$ cat config.mk
export PLATFORM = sky130hd
export DESIGN_NAME = instr_fetch_unit
export DESIGN_NICKNAME = d
export VERILOG_FILES = /design/src/rtl/instr_fetch_unit.sv
export SDC_FILE = /design/constraint.sdc
export NUM_CORES = 1
export LEC_CHECK = 0
export CAP_MARGIN = 0
export CORE_MARGIN = 5
export CORE_UTILIZATION = 49
export DETAILED_ROUTE_END_ITERATION = 7
export PLACE_DENSITY = 0.95
export SLEW_MARGIN = 10
export SYNTH_ARGS = -nofsm -noshare
export SYNTH_HDL_FRONTEND = slang
export SYNTH_SLANG_ARGS = --single-unit
$ cat constraint.sdc
create_clock -name clk -period 2.9 [get_ports clk]
set_input_delay 0.58 -clock clk [delete_from_list [all_inputs] [get_ports clk]]
set_output_delay 0.58 -clock clk [all_outputs]
set_load 0.03 [all_outputs]
$ cat src/rtl/instr_fetch_unit.sv
// Fetch stage of the 19-bit CPU: PC, instruction-memory read requests, instruction register and
// valid/ready hand-off to decode. Optional accepted-instruction counter enabled by IF_FETCH_CNT_EN.
module instr_fetch_unit #(
  parameter int              PC_W     = 19,
  parameter int              INSTR_W  = 19,
  parameter logic [PC_W-1:0] RESET_PC = '0,
  parameter logic [3:0]      HALT_OPC = 4'hF
) (
  input  logic               clk,
  input  logic               rst_n,
  input  logic               run,
  output logic               mem_req,
  output logic [PC_W-1:0]    mem_addr,
  input  logic [INSTR_W-1:0] mem_rdata,
  input  logic               mem_ack,
  input  logic               br_valid,
  input  logic [PC_W-1:0]    br_target,
  output logic               instr_valid,
  input  logic               instr_ready,
  output logic [3:0]         opcode,
  output logic [INSTR_W-5:0] operand,
  output logic [PC_W-1:0]    pc_out,
  output logic               halted
`ifdef IF_FETCH_CNT_EN
  ,
  output logic [15:0]        fetch_cnt
`endif
);

  typedef enum logic [1:0] {
    IDLE  = 2'b00,
    FETCH = 2'b01,
    WAIT  = 2'b10,
    HOLD  = 2'b11
  } state_t;

  state_t               state_q, state_d;
  logic [PC_W-1:0]      pc_q, pc_d;
  logic                 mem_req_q, mem_req_d;
  logic [PC_W-1:0]      mem_addr_q, mem_addr_d;
  logic [INSTR_W-1:0]   ir_q, ir_d;
  logic                 instr_valid_q, instr_valid_d;
  logic                 halted_q, halted_d;
  // Set when a redirect arrives while a read is in flight; the read's data is then dropped.
  logic                 kill_q, kill_d;

  always_comb begin
    state_d       = state_q;
    pc_d          = pc_q;
    mem_req_d     = mem_req_q;
    mem_addr_d    = mem_addr_q;
    ir_d          = ir_q;
    instr_valid_d = instr_valid_q;
    halted_d      = halted_q;
    kill_d        = kill_q;
    case (state_q)
      IDLE: begin
        if (br_valid) begin
          pc_d = br_target;
        end else if (run && !halted_q) begin
          state_d = FETCH;
        end
      end
      FETCH: begin
        mem_req_d = 1'b1;
        kill_d    = 1'b0;
        if (br_valid) begin
          pc_d       = br_target;
          mem_addr_d = br_target;
        end else begin
          mem_addr_d = pc_q;
        end
        state_d = WAIT;
      end
      WAIT: begin
        if (br_valid) pc_d = br_target;
        if (mem_ack) begin
          mem_req_d = 1'b0;
          kill_d    = 1'b0;
          if (br_valid || kill_q) begin
            state_d = FETCH;
          end else begin
            ir_d          = mem_rdata;
            instr_valid_d = 1'b1;
            pc_d          = pc_q + PC_W'(1);
            state_d       = HOLD;
          end
        end else if (br_valid) begin
          kill_d = 1'b1;
        end
      end
      HOLD: begin
        if (instr_ready) begin
          instr_valid_d = 1'b0;
          if (br_valid) pc_d = br_target;
          if (ir_q[INSTR_W-1 -: 4] == HALT_OPC) begin
            halted_d = 1'b1;
            state_d  = IDLE;
          end else if (run) begin
            state_d = FETCH;
          end else begin
            state_d = IDLE;
          end
        end else if (br_valid) begin
          instr_valid_d = 1'b0;
          pc_d          = br_target;
          state_d       = FETCH;
        end
      end
      default: state_d = IDLE;
    endcase
  end

`ifdef IF_FETCH_CNT_EN
  logic [15:0] cnt_q, cnt_d;

  always_comb begin
    cnt_d = cnt_q;
    if (state_q == HOLD && instr_ready && cnt_q != 16'hFFFF) cnt_d = cnt_q + 16'd1;
  end

  assign fetch_cnt = cnt_q;
`endif

  always_ff @(posedge clk or negedge rst_n) begin
    if (!rst_n) begin
      state_q       <= IDLE;
      pc_q          <= RESET_PC;
      mem_req_q     <= 1'b0;
      mem_addr_q    <= RESET_PC;
      ir_q          <= '0;
      instr_valid_q <= 1'b0;
      halted_q      <= 1'b0;
      kill_q        <= 1'b0;
`ifdef IF_FETCH_CNT_EN
      cnt_q         <= '0;
`endif
    end else begin
      state_q       <= state_d;
      pc_q          <= pc_d;
      mem_req_q     <= mem_req_d;
      mem_addr_q    <= mem_addr_d;
      ir_q          <= ir_d;
      instr_valid_q <= instr_valid_d;
      halted_q      <= halted_d;
      kill_q        <= kill_d;
`ifdef IF_FETCH_CNT_EN
      cnt_q         <= cnt_d;
`endif
    end
  end

  assign mem_req     = mem_req_q;
  assign mem_addr    = mem_addr_q;
  assign instr_valid = instr_valid_q;
  assign opcode      = ir_q[INSTR_W-1 -: 4];
  assign operand     = ir_q[INSTR_W-5:0];
  assign pc_out      = pc_q;
  assign halted      = halted_q;

endmodule

==> results.md <==
- The flow ran to the end, and the final reports show no timing, DRC or antenna violations.
- Sorting the synthesized cells by area gives the leading types as sky130_fd_sc_hd__dfrtp_1, sky130_fd_sc_hd__mux2_2, sky130_fd_sc_hd__mux2i_1.
- The number of max-cap violations is 0.
- Of the total synthesized cell area, the portion taken by full adders, half adders and majority gates is 0.004200.
- The clock insertion delay at the later pin of the skew report is 0.34 ns.
- The mean cell area of the mapped netlist is roughly 11 um^2.
- Walking the worst path, the cells encountered are clkdlybuf4s50_1.
- Entering global routing, the biggest net connects 39 pins.
- Buffers placed on the I/O ports in this run total 103.
- The proportion of layout cells with a drive suffix above 1 is 0.1192.
- The accumulated negative setup slack is 0 ns.
- Clock tree synthesis inserted a total of 9 buffers.
- For this design, the CTS-stage hold fixing added 0 buffers.
- The iteration count of the initial detailed-routing pass is 4.
- Data arrives at the worst endpoint at around 1.6 ns.
- The count of boundary I/O pins is 104.
- The repair_antennas step left the layout with diodes totalling 0.
- Clock-pin slew was measured on the worst setup and hold paths at 0.07 ns.
- The standard cell with the maximum stage delay on the critical path is sky130_fd_sc_hd__clkdlybuf4s50_1.
- By area, the combinational part of the netlist is dominated by simple AND/OR/NAND/NOR gates.
- For this run, the register share of the synthesized area comes to 0.5292.
- Power spread over the standard cell area amounts to a little under 1000 nW/um^2.
- From bottom edge to top edge, the die measures 87.98 um.
- The simple-gate area share of the yosys netlist is 0.1667.
- After the last flow step, the layout net total stands at 426.
- The weighted congestion at the end of routability-driven global placement is about 0.8.
- The global routing usage summed across all routing layers is 0.2088.
- Summing all placed instances gives a cell area of 4060 um^2.
- Measured along the x axis, the die boundary spans slightly below 90 um.
- Of the available clock period, the critical path in the final layout requires 0.7490.
- The critical path in this run is classified as reg2out.
- The number of gates resized after CTS is 0.
- The switching share of power is 0.4011.
- The internal cell power is 2.529 mW.
- The post-route antenna net violation count is 0.
- The starting utilization of the core area is 0.5032.
- The tree is rooted in a sky130_fd_sc_hd__clkbuf_8.
- The post-layout minimum cycle time is 2.172 ns.
- Of the total power, the clock network draws 0.189.
- In this run, synthesis inferred 0 flip-flops with an integrated enable.
- The core region area is 5921 um^2.
- In the synthesized netlist the dominant register cell turns out to be sky130_fd_sc_hd__dfrtp_1.
- The area growth from synthesis to layout is 43.30%.
- At the pin with the least slew margin, the transition time is between 1 and 1.5 ns.
- STA classifies the critical path endpoint as an output pin.
- Of the post-synthesis cell area, the part taken by muxes is 0.1289.
- The sequential group share of total power is 0.348.
- The number of antenna violations at the first check in global routing is 0.
- The setup check on the worst reg-to-reg path leaves a slack of roughly 1.0 ns.
- The via count of the first global-routing pass was about 2600.
- The share of total power dissipated in combinational logic is 0.463.
- The number of max-slew violations in the final report was 0.
- The largest total area in the synthesized netlist belongs to sky130_fd_sc_hd__dfrtp_1.
- The total overflow left after global routing is 0.
- The post-synthesis compound-gate area fraction is 0.1046.
- For this run, design rule violations remaining after detail routing come to 0.
- The family with the most delay on the worst path is buffers and inverters.
- Counting distinct cell types in the post-synthesis netlist gives 41.
- Of the post-synthesis cell area, the dominant cell type holds 0.5292.
- CTS built an H-tree with a depth of 3.
- In this run the static leakage power is 1.782 nW.
- The global-route wire length before repair is 12.21 mm.
- Setup violations remaining at the end of the flow were counted as 0.
- The die covers 7740 um^2.
- The cell count after synthesis came out at 279.
- The clock tree from TritonCTS is built.
- The buffers inserted during post-CTS setup optimization is 0.
- The number of storage elements in the synthesis netlist is 63.
- Counting both buffers and inverters, the worst setup path holds a total of 1.
- The final number of hold-violating endpoints was 0.
- The area of the mapped netlist is about 3000 um^2.
- The maximum clock insertion buffer count is 2.
- The startpoint class of the critical path is a flip-flop.
- The core utilization of the finished layout is 0.7210.
- In this run, the number of DRC markers left after iteration 0 of detailed routing was 119.
- Along the worst path, the maximum fanout reaches 8.
- The final layout contains routed wiring with a total length of 7.483 mm.
- For this design, the sink count on the clock tree is 63.
- The area share of xor/xnor cells in the synthesized design is 0.03234.
- The beginning of the critical path is pc_out[11].
- The initialized floorplan defines 28 standard-cell rows.
- Detailed routing inserted a total of 2465 vias.
- STA puts the critical path data required time at between 2 and 2.5 ns.
- The detailed-route wire length per cell is 16.23 um.
- With fillers left out, the area of the finished cells amounts to 4269 um^2.
- The highest cell delay on the worst timing path is about 0.73 ns.
- Headroom to the max-slew limit came out at 0.2885.
- Setup repair after global routing left no endpoint under its margin.
- The path type of the worst min-delay path is in2async.
- The switching power of the nets is 1.694 mW.
- During synthesis, Yosys emitted a total of 0 warnings.
- When the netlist entered floorplanning its net count stood at ~320.
- The worst supply voltage drop on vdd is slightly below 800 uV.
- The HPWL after detailed placement is ~5.4 mm.
- Of all flip-flops after synthesis, the portion carrying an async set or reset was 1.000.
- The final worst clock skew is 0.008868 ns.
- Dividing the detail-routed via count by the number of cells gives 5.347.
- In this run the critical register-to-register path is launched from state_q[0].
- The maximum operating frequency is 460.4 MHz.
routing by layer:
layer  GRT usage  vias up  routed length (um)
met5           0        -                   0
met2      0.3514      100                3715
met1      0.2332     1156                2881
li1            -     1195                   -
met4     0.08787        0                 153
met3     0.08655       14                 733
sequential cells by signal (all words and copies together) (netlist names):
register,flops
mem_addr,19
pc_out,19
kill_q,1
state_q,2
halted,1
mem_req,1
instr_valid,1
ir_q,19
worst paths after layout:
path,cells past startpoint,to
max,1,pc_out[11]
min,1,mem_addr[4]
max reg2reg,5,pc_out[17]
min reg2reg,2,mem_addr[14]
max in group asynchronous,2,ir_q[11]
min in group clk,2,mem_addr[14]
final cells by class:
type                    count  area [um^2]
fillers                   416         1652
flip-flops and latches     63         1577
multi-input cells         195         1304
inverters                   4        15.01
repair buffers            108         1071
clock inverters             3        40.04
well taps                  75        93.84
clock buffers              13        168.9
power by group through the flow:
stage	registers, mW	logic, mW	clock network, mW
finish	1.47	1.96	0.798
global route	1.52	2.10	0.873
CTS	1.47	1.99	0.813
detailed placement	1.48	1.97	0
global placement	1.45	1.93	0
floorplan	2.04	0.560	0
synth_stat cells, drive strengths merged, types with 2 or more instances:
cell	n
nor2	7
xor2	2
nand3	6
a31oi	2
a211oi	2
inv	4
nor2b	6
nand4	6
clkbuf	9
buf	8
and4	2
and3	2
a21oi	5
nand2	42
nor3	9
xnor2	9
dfrtp	63
o21a	2
or2b	2
mux2i	17
a22oi	3
o21ai	33
nor4	4
nand2b	2
mux2	19
cells in the final DEF, fill, tap and decap left out, types with 3 or more instances in the layout:
cell type	count
sky130_fd_sc_hd__xnor2_1	9
sky130_fd_sc_hd__buf_4	4
sky130_fd_sc_hd__o21ai_0	32
sky130_fd_sc_hd__dfrtp_1	63
sky130_fd_sc_hd__a21oi_1	5
sky130_fd_sc_hd__mux2i_1	17
sky130_fd_sc_hd__nand2_1	42
sky130_fd_sc_hd__a22oi_1	3
sky130_fd_sc_hd__clkdlybuf4s50_1	101
sky130_fd_sc_hd__nor2b_1	6
sky130_fd_sc_hd__nand4_1	6
sky130_fd_sc_hd__mux2_2	19
sky130_fd_sc_hd__nor3_1	9
sky130_fd_sc_hd__inv_1	4
sky130_fd_sc_hd__nand3_1	6
sky130_fd_sc_hd__nor2_1	6
sky130_fd_sc_hd__clkbuf_8	12
through the flow:
step                power, mW  hold slack, ns  worst slack [ns]  instances
floorplan               2.601          0.2844             1.151        279
global placement        3.380          0.4612            0.5051        445
detailed placement      3.457          0.4714            0.4507        445
CTS                     4.272          0.2922            0.7355        461
global route            4.494          0.3235            0.6742        461
finish                  4.223          0.2728            0.7280        461
cell families after synthesis:
family,Yosys count
AO/OA/AOI/OAI,54
XOR/XNOR,11
adder cells (fa/ha/maj),1
buffers and inverters,21
flip-flops,63
multiplexers,36
AND/OR/NAND/NOR,93
(Power assumes the default switching activity.)
